--- config.mk ---
export PLATFORM = sky130hd
export DESIGN_NAME = apu_reg_sequencer
export DESIGN_NICKNAME = d
export VERILOG_FILES = /design/src/rtl/apu_pkg.sv /design/src/rtl/cmd_fifo.sv /design/src/rtl/apu_reg_sequencer.sv
export SDC_FILE = /design/constraint.sdc
export NUM_CORES = 1
export LEC_CHECK = 0
export CORE_MARGIN = 2
export CORE_UTILIZATION = 48
export CTS_BUF_LIST = sky130_fd_sc_hd__clkbuf_2 sky130_fd_sc_hd__clkbuf_4 sky130_fd_sc_hd__clkbuf_8
export DETAILED_ROUTE_END_ITERATION = 7
export PLACE_DENSITY = 0.84
export SETUP_SLACK_MARGIN = 0.2
export SYNTH_ARGS = -nofsm -noshare
export SYNTH_HDL_FRONTEND = slang
export SYNTH_SLANG_ARGS = --single-unit
export TNS_END_PERCENT = 20
--- constraint.sdc ---
create_clock -name clk -period 12.7 [get_ports clk]
set_clock_uncertainty 0.15 [all_clocks]
set_input_delay 2.54 -clock clk [delete_from_list [all_inputs] [get_ports clk]]
set_output_delay 2.54 -clock clk [all_outputs]
set_load 0.02 [all_outputs]
--- src/rtl/apu_pkg.sv ---
// apu_pkg
// Shared definitions for the APU register sequencer: the sequencer FSM state
// encoding, the register slot that fires a channel trigger, and default widths.
package apu_pkg;

  localparam int ADDR_W_DEF = 4;
  localparam int DATA_W_DEF = 8;
  localparam int DEPTH_DEF  = 4;

  // Writing the last register of a channel (address[1:0] == TRIG_SLOT)
  // tells that channel to start using its new settings.
  localparam logic [1:0] TRIG_SLOT = 2'b11;

  typedef enum logic [1:0] {
    IDLE   = 2'd0,
    FETCH  = 2'd1,
    COMMIT = 2'd2
  } seq_state_t;

endpackage

--- src/rtl/cmd_fifo.sv ---
// cmd_fifo
// Synchronous DEPTH x WIDTH command FIFO that holds register writes until the
// sequencer can commit them.
//
// Ports:
//   clk    in   clock
//   rst    in   asynchronous active-high reset (empties the FIFO)
//   push   in   write wdata at the tail; accepted when not full, or when a pop
//                happens on the same edge
//   pop    in   advance the head; ignored when empty
//   wdata  in   entry to push
//   rdata  out  entry at the head
//   count  out  number of valid entries
//   full   out  count == DEPTH
//   empty  out  count == 0
module cmd_fifo #(
  parameter int DEPTH = 4,
  parameter int WIDTH = 12
) (
  input  logic                       clk,
  input  logic                       rst,
  input  logic                       push,
  input  logic                       pop,
  input  logic [WIDTH-1:0]           wdata,
  output logic [WIDTH-1:0]           rdata,
  output logic [$clog2(DEPTH):0]     count,
  output logic                       full,
  output logic                       empty
);

  localparam int PTR_W = $clog2(DEPTH);
  localparam logic [PTR_W:0] FULL_CNT = (PTR_W+1)'(DEPTH);

  logic [WIDTH-1:0] r_mem [DEPTH];
  logic [PTR_W-1:0] r_head;
  logic [PTR_W-1:0] r_tail;
  logic [PTR_W:0]   r_count;
  logic             w_do_pop;
  logic             w_do_push;

  assign empty = (r_count == '0);
  assign full  = (r_count == FULL_CNT);
  assign count = r_count;
  assign rdata = r_mem[r_head];

  // A pop on the same edge frees the head slot, so a push into a full FIFO
  // is still taken when both happen together.
  assign w_do_pop  = pop & ~empty;
  assign w_do_push = push & (~full | w_do_pop);

  always_ff @(posedge clk) begin
    if (w_do_push) begin
      r_mem[r_tail] <= wdata;
    end
  end

  always_ff @(posedge clk or posedge rst) begin
    if (rst) begin
      r_head  <= '0;
      r_tail  <= '0;
      r_count <= '0;
    end else begin
      if (w_do_push) begin
        r_tail <= r_tail + PTR_W'(1);
      end
      if (w_do_pop) begin
        r_head <= r_head + PTR_W'(1);
      end
      unique case ({w_do_push, w_do_pop})
        2'b10:   r_count <= r_count + (PTR_W+1)'(1);
        2'b01:   r_count <= r_count - (PTR_W+1)'(1);
        default: r_count <= r_count;
      endcase
    end
  end

endmodule

--- src/rtl/apu_reg_sequencer.sv ---
// apu_reg_sequencer
// Buffers register writes decoded by the UART receiver and commits them one at
// a time into the APU register bank. Writing the last register of a channel
// also pulses that channel's trigger for one clock.
//
// State table:
//   IDLE   | waiting for a buffered write with hold low
//   FETCH  | head of FIFO latched into pend_addr/pend_data, FIFO popped
//   COMMIT | pending write lands in the bank, trigger fired if slot 3
//
// Ports:
//   clk         in   system clock (UART shares it)
//   rst         in   asynchronous active-high reset
//   uart_addr   in   decoded register address, valid with uart_ready
//   uart_data   in   decoded register data, valid with uart_ready
//   uart_ready  in   level; rises once per received message
//   hold        in   APU busy; blocks the start of a FETCH
//   reg_bank    out  flattened bank, entry i at [i*DATA_W +: DATA_W]
//   trigger     out  one-cycle pulse per channel
//   busy        out  FIFO non-empty or FSM not idle
//   overflow    out  sticky; a message was dropped on a full FIFO
module apu_reg_sequencer
  import apu_pkg::*;
#(
  parameter int DEPTH  = DEPTH_DEF,
  parameter int ADDR_W = ADDR_W_DEF,
  parameter int DATA_W = DATA_W_DEF
) (
  input  logic                            clk,
  input  logic                            rst,
  input  logic [ADDR_W-1:0]               uart_addr,
  input  logic [DATA_W-1:0]               uart_data,
  input  logic                            uart_ready,
  input  logic                            hold,
  output logic [(2**ADDR_W)*DATA_W-1:0]   reg_bank,
  output logic [2**(ADDR_W-2)-1:0]        trigger,
  output logic                            busy,
  output logic                            overflow
);

  localparam int NREG  = 2**ADDR_W;
  localparam int NCH   = 2**(ADDR_W-2);
  localparam int PTR_W = $clog2(DEPTH);
  localparam int ENT_W = ADDR_W + DATA_W;

  seq_state_t        r_state;
  seq_state_t        w_next_state;
  logic              r_ready_d;
  logic              w_push;
  logic              w_pop;
  logic              w_commit;
  logic              w_has_cmd;
  logic [ENT_W-1:0]  w_fifo_rdata;
  logic [PTR_W:0]    w_count;
  logic              w_full;
  logic              w_empty;
  logic [ADDR_W-1:0] r_pend_addr;
  logic [DATA_W-1:0] r_pend_data;
  logic [DATA_W-1:0] r_bank [NREG];
  logic [NCH-1:0]    r_trigger;
  logic              r_overflow;

  // One push per rising edge of the ready level.
  assign w_push = uart_ready & ~r_ready_d;

  always_ff @(posedge clk or posedge rst) begin
    if (rst) begin
      r_ready_d <= 1'b0;
    end else begin
      r_ready_d <= uart_ready;
    end
  end

  cmd_fifo #(
    .DEPTH (DEPTH),
    .WIDTH (ENT_W)
  ) u_cmd_fifo (
    .clk   (clk),
    .rst   (rst),
    .push  (w_push),
    .pop   (w_pop),
    .wdata ({uart_addr, uart_data}),
    .rdata (w_fifo_rdata),
    .count (w_count),
    .full  (w_full),
    .empty (w_empty)
  );

  // Registered count, so a push on this edge does not extend the burst.
  assign w_has_cmd = (w_count != '0);

  always_ff @(posedge clk or posedge rst) begin
    if (rst) begin
      r_state <= IDLE;
    end else begin
      r_state <= w_next_state;
    end
  end

  always_comb begin
    w_next_state = r_state;
    w_pop        = 1'b0;
    w_commit     = 1'b0;
    unique case (r_state)
      IDLE: begin
        if (w_has_cmd && !hold) begin
          w_next_state = FETCH;
        end
      end
      FETCH: begin
        // hold is deliberately not looked at: a started fetch always commits.
        w_pop        = 1'b1;
        w_next_state = COMMIT;
      end
      COMMIT: begin
        w_commit = 1'b1;
        if (w_has_cmd && !hold) begin
          w_next_state = FETCH;
        end else begin
          w_next_state = IDLE;
        end
      end
      default: begin
        w_next_state = IDLE;
      end
    endcase
  end

  always_ff @(posedge clk or posedge rst) begin
    if (rst) begin
      r_pend_addr <= '0;
      r_pend_data <= '0;
    end else if (w_pop) begin
      {r_pend_addr, r_pend_data} <= w_fifo_rdata;
    end
  end

  always_ff @(posedge clk or posedge rst) begin
    if (rst) begin
      for (int i = 0; i < NREG; i++) begin
        r_bank[i] <= '0;
      end
    end else if (w_commit) begin
      r_bank[r_pend_addr] <= r_pend_data;
    end
  end

  // Cleared every cycle, so at most one channel bit is ever set and only for
  // the cycle following the commit.
  always_ff @(posedge clk or posedge rst) begin
    if (rst) begin
      r_trigger <= '0;
    end else begin
      r_trigger <= '0;
      if (w_commit && (r_pend_addr[1:0] == TRIG_SLOT)) begin
        r_trigger[r_pend_addr[ADDR_W-1:2]] <= 1'b1;
      end
    end
  end

  // A full FIFO only drops the message when no pop frees a slot.
  always_ff @(posedge clk or posedge rst) begin
    if (rst) begin
      r_overflow <= 1'b0;
    end else if (w_push && w_full && !w_pop) begin
      r_overflow <= 1'b1;
    end
  end

  for (genvar g = 0; g < NREG; g++) begin : g_bank_out
    assign reg_bank[g*DATA_W +: DATA_W] = r_bank[g];
  end

  assign trigger  = r_trigger;
  assign overflow = r_overflow;
  assign busy     = ~w_empty | (r_state != IDLE);

endmodule

### Word level (Yosys, flattened, before mapping)

Memories as Yosys holds them, arrays and structs flattened. A register that Yosys moved wholly into a read port is not among the register bits.
Index checks and enable logic that the tools add are counted.

| operators by class | value |
|---|---|
| reductions and logical operators | 13 |
| add/sub/neg operators | 4 |
| shift-type cells | 0 |
| multiply operators | 0 |
| bitwise operators | 9 |
| $lt $le $gt $ge | 4 |
| multiplexer cells | 14 |
| equality and inequality tests | 7 |
| divide/modulo/power cells | 0 |

Operators with widths:

| operator | number |
|---|---|
| $bwmux 128 | 1 |
| $demux 8 s4 | 1 |
| $mux 8 | 1 |
| $eq 2x2->1 const B | 3 |
| $logic_and 1x1->1 | 6 |
| $mux 1 | 6 |
| $pmux 2 s3 | 1 |
| $pmux 3 s2 | 1 |
| $ge 5x5->1 const B | 1 |
| $lt 5x1->1 const B | 1 |
| $not 4->5 | 1 |
| $add 2x1->2 const B | 2 |
| $eq 2x1->1 const B | 2 |
| $mux 4 | 1 |
| $reduce_bool 2->1 | 2 |
| $add 3x1->3 const B | 1 |
| $and 1x1->1 | 3 |
| $eq 3x3->1 const B | 1 |
| $logic_not 3->1 | 1 |
| $lt 2x3->1 const B | 1 |
| $not 1->1 | 3 |
| $reduce_bool 3->1 | 1 |
| $sub 3x1->3 const B | 1 |
| $demux 1 s2 | 1 |
| 6 further kinds | 8 |

| word-level totals | value |
|---|---|
| word-level logic and storage cells | 75 |
| latch bits | 0 |
| memories kept | 1 |
| register bits after elaboration | 143 |
| bits in read-only memories | 0 |
| output and inout bits | 134 |
| RAM bits | 48 |
| input bits | 16 |

Memory list:

| memory | depth | bits a word | read ports | clocked after memory_dff | write ports | line | RTL |
|---|---|---|---|---|---|---|---|
| u_cmd_fifo.r_mem | 4 | 12 | 1 | 1 | 1 | cmd_fifo.sv:34 | `logic [WIDTH-1:0] r_mem [DEPTH];` |

### Logic depth before layout (Yosys ltp)

| logic depth | value |
|---|---|
| word-level depth | 7 |
| mapped depth | 10 |
| gate-level depth less buffers | 9 |

### By module

Synthesis repeated with hierarchy kept, for this count alone.

| second synthesis, totals | value |
|---|---|
| cells, all modules | 451 |
| area, all modules | 7953.9 µm² |

Modules (own cells, without submodules):

| module | area each (µm²) | instances | cells each | seq. area each (µm²) |
|---|---|---|---|---|
| apu_reg_sequencer | 5698.0 | 1 | 337 | 3703.6 |
| cmd_fifo | 2255.9 | 1 | 114 | 1616.6 |

### Worst setup path after synthesis

OpenSTA, ideal clock, no wires.

| path | value |
|---|---|
| path kind | input to register |
| start | input port uart_ready |
| end | register u_cmd_fifo.r_count[2], in the netlist u_cmd_fifo.count[2] |
| library setup time | 0.079 ns |
| required time | 12.471 ns |
| path slack | 8.727 ns |
| stages | 9 |
| data arrival time | 3.744 ns |
| path buffers | 0 |
| path through | nand2b_1 > a31oi_4 > inv_1 > ha_1 > inv_1 > fa_1 > xor2_1 > nor2_1 > xor2_1 |

| on the way | value |
|---|---|
| cells in the longest elaborated chain, start to end | 4 |
| elaborated cells between the ends (all ways) | 6 |
| those cells by class | eq/ne: 2; mux: 1; bitwise: 2; reduce/logical: 1 |

RTL lines:

| what | line | RTL |
|---|---|---|
| from (decl) | apu_reg_sequencer.sv:33 | `input logic uart_ready,` |
| $and 1x1->1 (*) | apu_reg_sequencer.sv:64 | `assign w_push = uart_ready & ~r_ready_d;` |
| $and 1x1->1 (*) | cmd_fifo.sv:49 | `assign w_do_push = push & (~full \| w_do_pop);` |
| $eq 2x1->1 / $eq 2x2->1 (equally long branches) | cmd_fifo.sv:69 | `unique case ({w_do_push, w_do_pop})` |
| $pmux 3 s2 / $reduce_bool 2->1 (equally long branches) | n/a |  |
| to (signal assigned) | cmd_fifo.sv:70 | `2'b10: r_count <= r_count + (PTR_W+1)'(1);` |
| to (signal assigned) | cmd_fifo.sv:71 | `2'b01: r_count <= r_count - (PTR_W+1)'(1);` |
| to (signal assigned) | cmd_fifo.sv:72 | `default: r_count <= r_count;` |
| to (decl) | cmd_fifo.sv:37 | `logic [PTR_W:0] r_count;` |

Every way passes the cells marked *; elsewhere a longest branch is shown, timed or not.
A chain may end at the register's enable or synchronous reset.

### Final worst setup path

| path | value |
|---|---|
| start | register u_cmd_fifo.r_count[2], in the netlist u_cmd_fifo.count[2] |
| end | output port busy |

| on the way | value |
|---|---|
| cells in the longest elaborated chain, start to end | 3 |

RTL lines:

| what | line | RTL |
|---|---|---|
| $logic_not 3->1 | cmd_fifo.sv:41 | `assign empty = (r_count == '0);` |
| $not 1->1 | apu_reg_sequencer.sv:176 | `assign busy = ~w_empty \| (r_state != IDLE);` |
| $or 1x1->1 | apu_reg_sequencer.sv:176 |  |
| to (decl) | apu_reg_sequencer.sv:37 | `output logic busy,` |

No other way between the ends.

==> metrics <==
Die ar.=roughly 17000 sq um; GRT overflow=0; number of levels in the clock H-tree=1; sink count of the clock tree=roughly 200; worst path bufs/invs=1; IO Count=150; Yosys warning total=0; synth-to-layout area growth=29.2%; final hold viol count=0; cell-by-cell listing of the critical path=nor3_1 -> nand2_1 -> clkdlybuf4s50_1; initial antenna violation count=0; Fill cells=1130; area of the placeable core=around 16000 sq um; antenna-violating nets left=0; Pleak=4.50 nW; number of antenna diodes=0; Die Span X=between 100 and 150 um; Final TNS setup=0 ns; Die H=131 um; min cycle time layout=about 4.7 ns; Power Density=261 nW/um^2; worst-case hold slack=between 0.3 and 0.4 ns; Post-Synthesis Net Count=slightly below 500; routability-driven placement congestion ratio=0.752; CP delay by family, top=buffers and inverters; Core Rows=46; DRC violation total after the first TritonRoute iteration=between 200 and 250; clock insertion delay at the later pin of the skew report=~0.54 ns; final number of max-transition violations=0; clock slew at the register clock pins of the worst setup and hold paths=around 0.060 ns; number of buffers added by the clock tree synthesis step=30; actual transition at the worst max-transition pin=between 0.9 and 1 ns; vias in the first global route=between 4000 and 5000; CP max stage cell=clkdlybuf4s50_1; CP startpoint kind=register; portion of the clock cycle consumed by the worst path in the final layout=between 30% and 40%; setup repair after global routing missed its margin=no; Worst slew margin=between 30% and 40%; wire length per cell after detailed routing=roughly 19 um; result of the run=completed; Crit path arrival time=between 2 and 2.5 ns; Resize count post-CTS=0; share of final-layout standard cells stronger than drive strength 1=between 20% and 30%; global routing usage summed across all routing layers=19.1%; VDD IR-drop max=0.000105 V; maximum clock rate=0.213 GHz; number of buffers inserted for hold repair after clock tree synthesis=0; total of max-cap violations=0; layout net count=650; endpoint required time on the critical path=around 10 ns; maximum net fanout on the critical path=4; starting utilization of the core area=between 40% and 50%; total vias in the final route=~4500; worst min-delay path class=register to register; first-pass iteration count of the detailed router=4; placed wire-length estimate after detailed placement=roughly 11000 um; largest incremental delay on the critical path=roughly 0.57 ns; combined area of all synthesized cells=approximately 8000 sq um; number of remaining DRC errors=0; number of buffers on the longest clock path=3; global-route wire length before repair=approximately 26000 um; Setup crit end kind=primary output; gate count after technology mapping=466; number of distinct library cell variants in the gate-level netlist after synthesis=37; Seq/Total Area, Yosys=68.3%; #FFs+latches synth=slightly above 200; total setup buffers inserted after CTS=0; final routed wirelength across all metal layers=between 15000 and 20000 um; maximum number of pins on one net before global-route repair=81; final count of negative-setup-slack endpoints=0; count of buffers from port buffering=149; critical path class=register to primary output; mean area per synthesized cell=between 15 and 20 sq um; root buffer selected by CTS=clkbuf_8; clock tree from TritonCTS=built; Via density=just over 5
-- power by group --
group	total, mW	leakage, nW	switching [mW]	internal [mW]
clock network	0.512	0.324	0.224	0.288
logic	0.996	1.69	0.473	0.523
registers	1.12	2.49	0.222	0.899
-- through the flow --
stage / utilization [%] / std cells / power, mW / cell area, sq um / worst slack [ns]
3_3_place_gp: 59.6 / 812 / 2.09 / 9460 / 8.05
4_1_cts: 63.3 / 863 / 2.66 / 10100 / 7.95
2_1_floorplan: - / 466 / 1.61 / 7790 / 5.83
6_report: 63.3 / 863 / 2.63 / 10100 / 8.00
5_1_grt: 63.3 / 863 / 2.76 / 10100 / 7.91
3_5_place_dp: 59.6 / 812 / 2.14 / 9460 / 7.99
-- registers in the layout, indices dropped and copies added, names as in the netlist --
register / count
r_ready_d: 1
u_cmd_fifo.r_head: 2
u_cmd_fifo.r_mem: 48
reg_bank: 128
u_cmd_fifo.r_tail: 2
trigger: 4
r_pend_data: 8
overflow: 1
r_state: 2
r_pend_addr: 4
u_cmd_fifo.count: 3
-- Yosys cell counts --
master	count	area share (%)
a31oi_4	1	0.27
and2_1	4	0.32
and2b_1	1	0.096
and3_1	1	0.080
and3_4	1	0.14
and4bb_1	1	0.16
and4bb_4	1	0.21
buf_1	1	0.048
buf_2	8	0.51
buf_4	1	0.096
buf_6	2	0.29
clkbuf_1	9	0.43
dfrtp_1	155	50
edfxtp_1	48	19
fa_1	1	0.26
ha_1	5	0.80
inv_1	9	0.43
mux2_2	121	17
mux2_4	8	1.5
mux2i_1	25	3.2
nand2_1	19	0.92
nand2_2	4	0.32
nand2b_1	2	0.16
nand3_1	1	0.064
nand3b_1	1	0.096
nand4b_4	1	0.31
nor2_1	6	0.29
nor2_2	1	0.080
nor2b_1	4	0.32
nor3_1	2	0.13
nor4b_4	1	0.31
o21bai_1	1	0.096
o221ai_1	12	1.3
or2_2	1	0.080
or3_1	1	0.080
xnor2_1	2	0.22
xor2_1	4	0.45
-- cells in the final DEF (no fill, tap or decap), types with 2 or more instances in the layout --
cell             Yosys  layout
nor3_1               2       2
dfrtp_1            155     155
inv_1                9       8
o221ai_1            12      12
nand2_1             19      19
nand2_2              4       4
xnor2_1              2       2
nor2b_1              4       4
clkdlybuf4s50_1      0     149
edfxtp_1            48      48
buf_4                1       2
ha_1                 5       5
and2_1               4       4
clkbuf_8             0      35
mux2i_1             25      25
xor2_1               4       4
mux2_2             121     121
clkinv_2             0       2
nand2b_1             2       2
mux2_4               8       8
clkbuf_4             0      14
nor2_1               6       6
-- area by class of cell --
type | instances | area (sq um) | area share [%]
multi-input cells | 233 | 2330 | 23.1
clock inverters | 2 | 10.0 | 0.0995
flip-flops and latches | 203 | 5320 | 52.9
clock buffers | 49 | 587 | 5.83
well taps | 216 | 270 | 2.69
inverters | 9 | 38.8 | 0.386
repair buffers | 151 | 1510 | 15.0
-- path summary, 6_finish.rpt --
path,startpoint,endpoint,slack (ns),depth (start not counted)
max in group asynchronous,rst,reg_bank[116],8.61,3
min in group asynchronous,rst,reg_bank[25],2.34,2
worst max-delay path,u_cmd_fifo.count[2],busy,8.00,3
worst max register to register,r_state[1],u_cmd_fifo.count[2],10.01,9
worst min register to register,reg_bank[102],reg_bank[102],0.36,1
worst min-delay path,reg_bank[102],reg_bank[102],0.36,1
-- routing by layer --
| metal | global-route usage [%] | up-vias | share of wire, % | wire length, um |
|---|---|---|---|---|
| li1 | - | 2002 | - | - |
| met1 | 24.6 | 2281 | 42 | 6910 |
| met5 | 0 | - | 0 | 0 |
| met3 | 3.82 | 28 | 5.5 | 914 |
| met4 | 5.50 | 0 | 1.9 | 306 |
| met2 | 33.2 | 143 | 51 | 8340 |
-- kinds of logic (layout without fill, tap and decap cells) --
logic type	Yosys count	count (layout)	share of synthesized area, %
DFF	203	203	68.3
muxes	154	154	22.3
and+or+nand+nor	53	53	4.16
buffers and inverters	30	211	1.82
AOI/OAI and AO/OA	14	14	1.72
adders and majority gates	6	6	1.06
xor gates and xnor gates	6	6	0.675
No activity file was read; power rests on OpenSTA's default activity.
==> variant 1, RTL diff (same settings) <==
Encoding of `seq_state_t`: now one-hot (3 bits for 3 states).
--- a/src/rtl/apu_pkg.sv
+++ b/src/rtl/apu_pkg.sv
@@ -11,10 +11,10 @@
   // tells that channel to start using its new settings.
   localparam logic [1:0] TRIG_SLOT = 2'b11;
 
-  typedef enum logic [1:0] {
-    IDLE   = 2'd0,
-    FETCH  = 2'd1,
-    COMMIT = 2'd2
+  typedef enum logic [2:0] {
+    IDLE   = 3'b001,
+    FETCH  = 3'b010,
+    COMMIT = 3'b100
   } seq_state_t;
 
 endpackage
Behaviour: same outputs for any inputs over 4 cycles, from zero or initial values and one cycle with rst high; so few cycles prove little.
==> variant 1 against the original RTL <==
  * Synthesized area rose by 0.14%
  * Setup slack got worse by 0.12 ns
  * Routed wire length rose by 4.4%
  * First-iteration DRC count fell by 20%
  * Design area rose by 1.4%
  * Register-to-register slack improved by 0.05 ns
  * Sequential cell count rose by 1
  * Critical path type unchanged
Power is not compared: it rests on default switching activity, and its combinational part moved more than twofold at a synthesized area within 25%.
==> variant 1: results (changes against the original RTL) <==
| Metric | Value |
|---|---|
| HPWL after detailed placement | 11.6 mm (+3.2%) |
| First-pass GRT wire length | 27.6 mm (+5.8%) |
| Post-synthesis mux area share | 24.0% (+1.7 points) |
| Seq group | between 900 and 1000 uW |
| Slowest stage delay, CP | 0.61 ns (+0.04 ns) |
| Fraction of area in registers | 52.4% (-0.47 points) |
| WL met2 | 9.03 mm (+8.3%) |
| DR WL met3 | 878 um (-3.9%) |
| Layout cells sized above 1 | 33.8% (+3.8 points) |
| Post-Syn Instances | 445 (-4.5%) |
| Clock share of power | between 20% and 30% |
| Clock sinks | 204 (+0.49%) |
| GRT Total Usage | 20.5% (+1.4 points) |
| H-tree depth | 2 (+1) |
| Clock Network Area Fraction | 6.97% (+1.0 points) |
| Worst R2R Path Depth | 8 (-1) |
| Buffer share of cell area | 14.7% (-0.28 points) |
| Met1 usage | 25.8% (+1.2 points) |
| Post-synthesis net count | 467 (-4.3%) |
| Synth top cells by count | 155 x dfrtp_1, 137 x mux2_2, 48 x edfxtp_1 |
| Clk Latency, worst-skew pair | 0.50 ns (-0.04 ns) |
| Arrival @ worst endpoint | 2.14 ns (+0.13 ns) |
| Filler instances | 1134 (+0.35%) |
| Status | completed |
| Met3 Use GR | 5.17% (+1.4 points) |
| TritonCTS Buffers | 34 (+13%) |
| Met2 Resource Use GR | 35.2% (+2.0 points) |
| Multi-input gates | 212 (-9.0%) |
| Final Net Count | 635 (-2.3%) |
| Compound-Gate Fraction of Synth Area | 0.369% (-1.4 points) |
| DP Worst Slack | 8.08 ns (+0.0934 ns) |
| Hold_sp | overflow |
| Post-Place Cells | 793 (-2.3%) |
| Final wirelength | 17.2 mm (+4.4%) |
| Hold EP | overflow |
| Initial DRC Count | 197 (-20%) |
| Area of placed instances | 0.00949 mm2 (+0.28%) |
| Vias per cell | 5.20 (+0.83%) |
| Worst hold slack | 0.342 ns (-0.0143 ns) |
| Main area contributors after synthesis | dfrtp_1 50%, mux2_2 20%, edfxtp_1 18%, mux4_2 3.5%, ha_1 0.80% |
| Synth Area in XOR/XNOR | 0.786% (+0.11 points) |
| Ys async rst share | 76.5% (+0.12 points) |
| Met1 WL | 7.04 mm (+1.8%) |
| Number of global-route vias before repair | 4825 (+4.3%) |
| Sequential cell area fraction in the yosys report | 68.6% (+0.24 points) |
| Final-layout clock buffer total | 53 (+8.2%) |
==> variant 1: kinds of logic (layout without fill, tap and decap cells) <==
logic type | Yosys count | in the layout
AOI/OAI and AO/OA | 2 | 2
and+or+nand+nor | 43 | 43
muxes | 154 | 154
adders and majority gates | 6 | 6
buffers and inverters | 29 | 221
DFF | 204 | 204
xor gates and xnor gates | 7 | 7
==> variant 1: worst max-delay path by stage <==
stage / startpoint / to / slack, ns / cells after the start
6_report: u_cmd_fifo.count[2] / busy / 7.87 / 3
5_1_grt: u_cmd_fifo.count[0] / busy / 7.80 / 3
4_1_cts: u_cmd_fifo.count[0] / busy / 7.84 / 3
3_5_place_dp: uart_ready / u_cmd_fifo.count[2] / 8.08 / 10
3_3_place_gp: uart_ready / u_cmd_fifo.count[2] / 8.14 / 10
2_1_floorplan: rst / overflow / 5.81 / 1
==> variant 1: worst max-delay path: cells and delay by family, from the launching register on <==
family | cells | cell delay [ns]
buffers and inverters | 1 | 0.61
and+or+nand+nor | 2 | 0.58
DFF | 1 | 0.45
==> variant 2, RTL diff (same flow settings) <==
Made on the original files. The package constant `ADDR_W_DEF` goes from 4 to 6.
--- a/src/rtl/apu_pkg.sv
+++ b/src/rtl/apu_pkg.sv
@@ -3,7 +3,7 @@
 // encoding, the register slot that fires a channel trigger, and default widths.
 package apu_pkg;
 
-  localparam int ADDR_W_DEF = 4;
+  localparam int ADDR_W_DEF = 6;
   localparam int DATA_W_DEF = 8;
   localparam int DEPTH_DEF  = 4;
 
Ports: changed (resized reg_bank, trigger and uart_addr); port bits go from 150 to 548. No check against the original RTL was run, so the function may have changed too.
==> variant 2 against the original RTL <==
  * Routed wire length rose to 3.9 times the old value
  * Sequential cell count up 406
  * Power rose to 2.8 times the old value
  * Setup slack got worse by 0.14 ns
  * Non-clock buffer count is 412 higher
  * Design area increased to 3.1 times the old value
  * Synthesized area increased to 3.0 times the old value
  * Synthesized cell count rose to 3.0 times the old value
  * Critical path depth did not move
==> variant 2: results (changes against the original RTL) <==
| Metric | Value |
|---|---|
| Status | completed |
| Post-Place Cells | 2499 (+210%) |
| Largest net degree at the start of global routing | 197 (+140%) |
| Distinct cells, synth | 47 (+27%) |
| HPWL after detailed placement | 42.3 mm (+280%) |
| FF-to-FF Start | r_state[0] |
| Post-Syn Instances | 1406 (+200%) |
| GRT Total Usage | 26.1% (+7.0 points) |
| Area of placed instances | 0.0293 mm2 (+210%) |
| Clk Latency, worst-skew pair | 0.69 ns (+0.15 ns) |
| Arrival @ worst endpoint | 2.16 ns (+0.15 ns) |
| Pre-antenna DRT Iters | 5 (+1) |
| Synth top cells by count | 553 x dfrtp_1, 496 x mux2_2, 68 x clkbuf_1 |
| Initial DRC Count | 693 (+180%) |
| Peak supply drop | 0.212 mV (+100%) |
| Initial antenna violation count | 1 (+1) |
| Final Cell Area | 0.0315 mm2 (+210%) |
| Worst flop-to-flop path endpoint | reg_bank[283] |
| Final Net Count | 2007 (+210%) |
| Post-synth EDFFs | 56 (+17%) |
| PortBufs | 547 (+270%) |
| Number of global-route vias before repair | 15486 (+230%) |
| Sequential cell area fraction in the yosys report | 67.0% (-1.3 points) |
| First-pass GRT wire length | 97.1 mm (+270%) |
| Gpl congestion | 0.813 (+8.0%) |
| Vias per cell | 5.41 (+4.8%) |
| H-tree depth | 3 (+2) |
| Hold EP | reg_bank[323] |
| Ys async rst share | 90.8% (+14 points) |
| Layout cells sized above 1 | 37.4% (+7.4 points) |
| Reg2Reg Setup Slack | 9.73 ns (-0.28 ns) |
| Non-Filler Instances | 2679 (+210%) |
| DP Worst Slack | 7.65 ns (-0.336 ns) |
-- variant 2: cell types whose count changed after synthesis, sizes merged, moves of 14 or more --
cell,delta
dfrtp,+398
mux4,+14
nor2,+30
mux2i,-25
mux2,+383
clkbuf,+59
nand2,+61
-- variant 2: layer usage --
metal,up-vias,track usage (%),wire (um)
met5,-,0,0
met4,0,15.3,3730
met3,188,5.17,3380
met2,545,43.8,32800
met1,7623,31.6,25100
li1,6138,-,-
-- variant 2: critical path, cell delays in order, from the launching register on --
cell and delay, ns:
dfrtp_1 0.47, nor3_1 0.32, nand2_1 0.12, clkdlybuf4s50_1 0.56
-- variant 2: layout make-up --
type,instances,area (um2),area share [%]
Timing Repair Buffer,563,5630,17.9
Clock buffer,157,2000,6.35
Sequential cell,609,15500,49.4
Multi-Input combinational cell,706,7290,23.2
Clock inverter,22,200,0.636
Antenna cell,1,2.50,0.00796
Inverter,6,26.3,0.0835
Tap cell,615,769,2.45
-- variant 2: how the worst max path moves through the flow --
stage	depth (start not counted)	slack [ns]	to	start
3_5_place_dp	4	7.65	r_pend_data[4]	rst
4_1_cts	3	7.79	busy	u_cmd_fifo.count[1]
6_report	3	7.85	busy	u_cmd_fifo.count[0]
2_1_floorplan	1	2.48	overflow	rst
5_1_grt	3	7.70	busy	u_cmd_fifo.count[1]
3_3_place_gp	4	7.70	r_pend_data[3]	rst
-- variant 2: kinds of logic (layout without fill, tap and decap cells) --
family                     after synthesis  in the layout  share of synthesized area (%)
DFF                                    609            609                           67.0
muxes                                  526            526                           26.2
and+or+nand+nor                        159            159                           4.36
buffers and inverters                   91            748                           1.60
AOI/OAI and AO/OA                       11             11                          0.335
adders and majority gates                5              5                          0.302
xor gates and xnor gates                 5              5                          0.189
other                                    0              1                              0
-- variant 2: stage by stage --
stage          hold WS (ns)  total power [uW]
6_report              0.342              7400
5_1_grt               0.354              7700
4_1_cts               0.343              7450
3_5_place_dp          0.330              5610
3_3_place_gp          0.312              5520
2_1_floorplan         0.312              4170
-- variant 2: report_power, final --
part / switching (uW) / total, uW / internal (uW)
clock: 774 / 1830 / 1060
combinational: 1440 / 2660 / 1220
sequential: 425 / 2910 / 2480
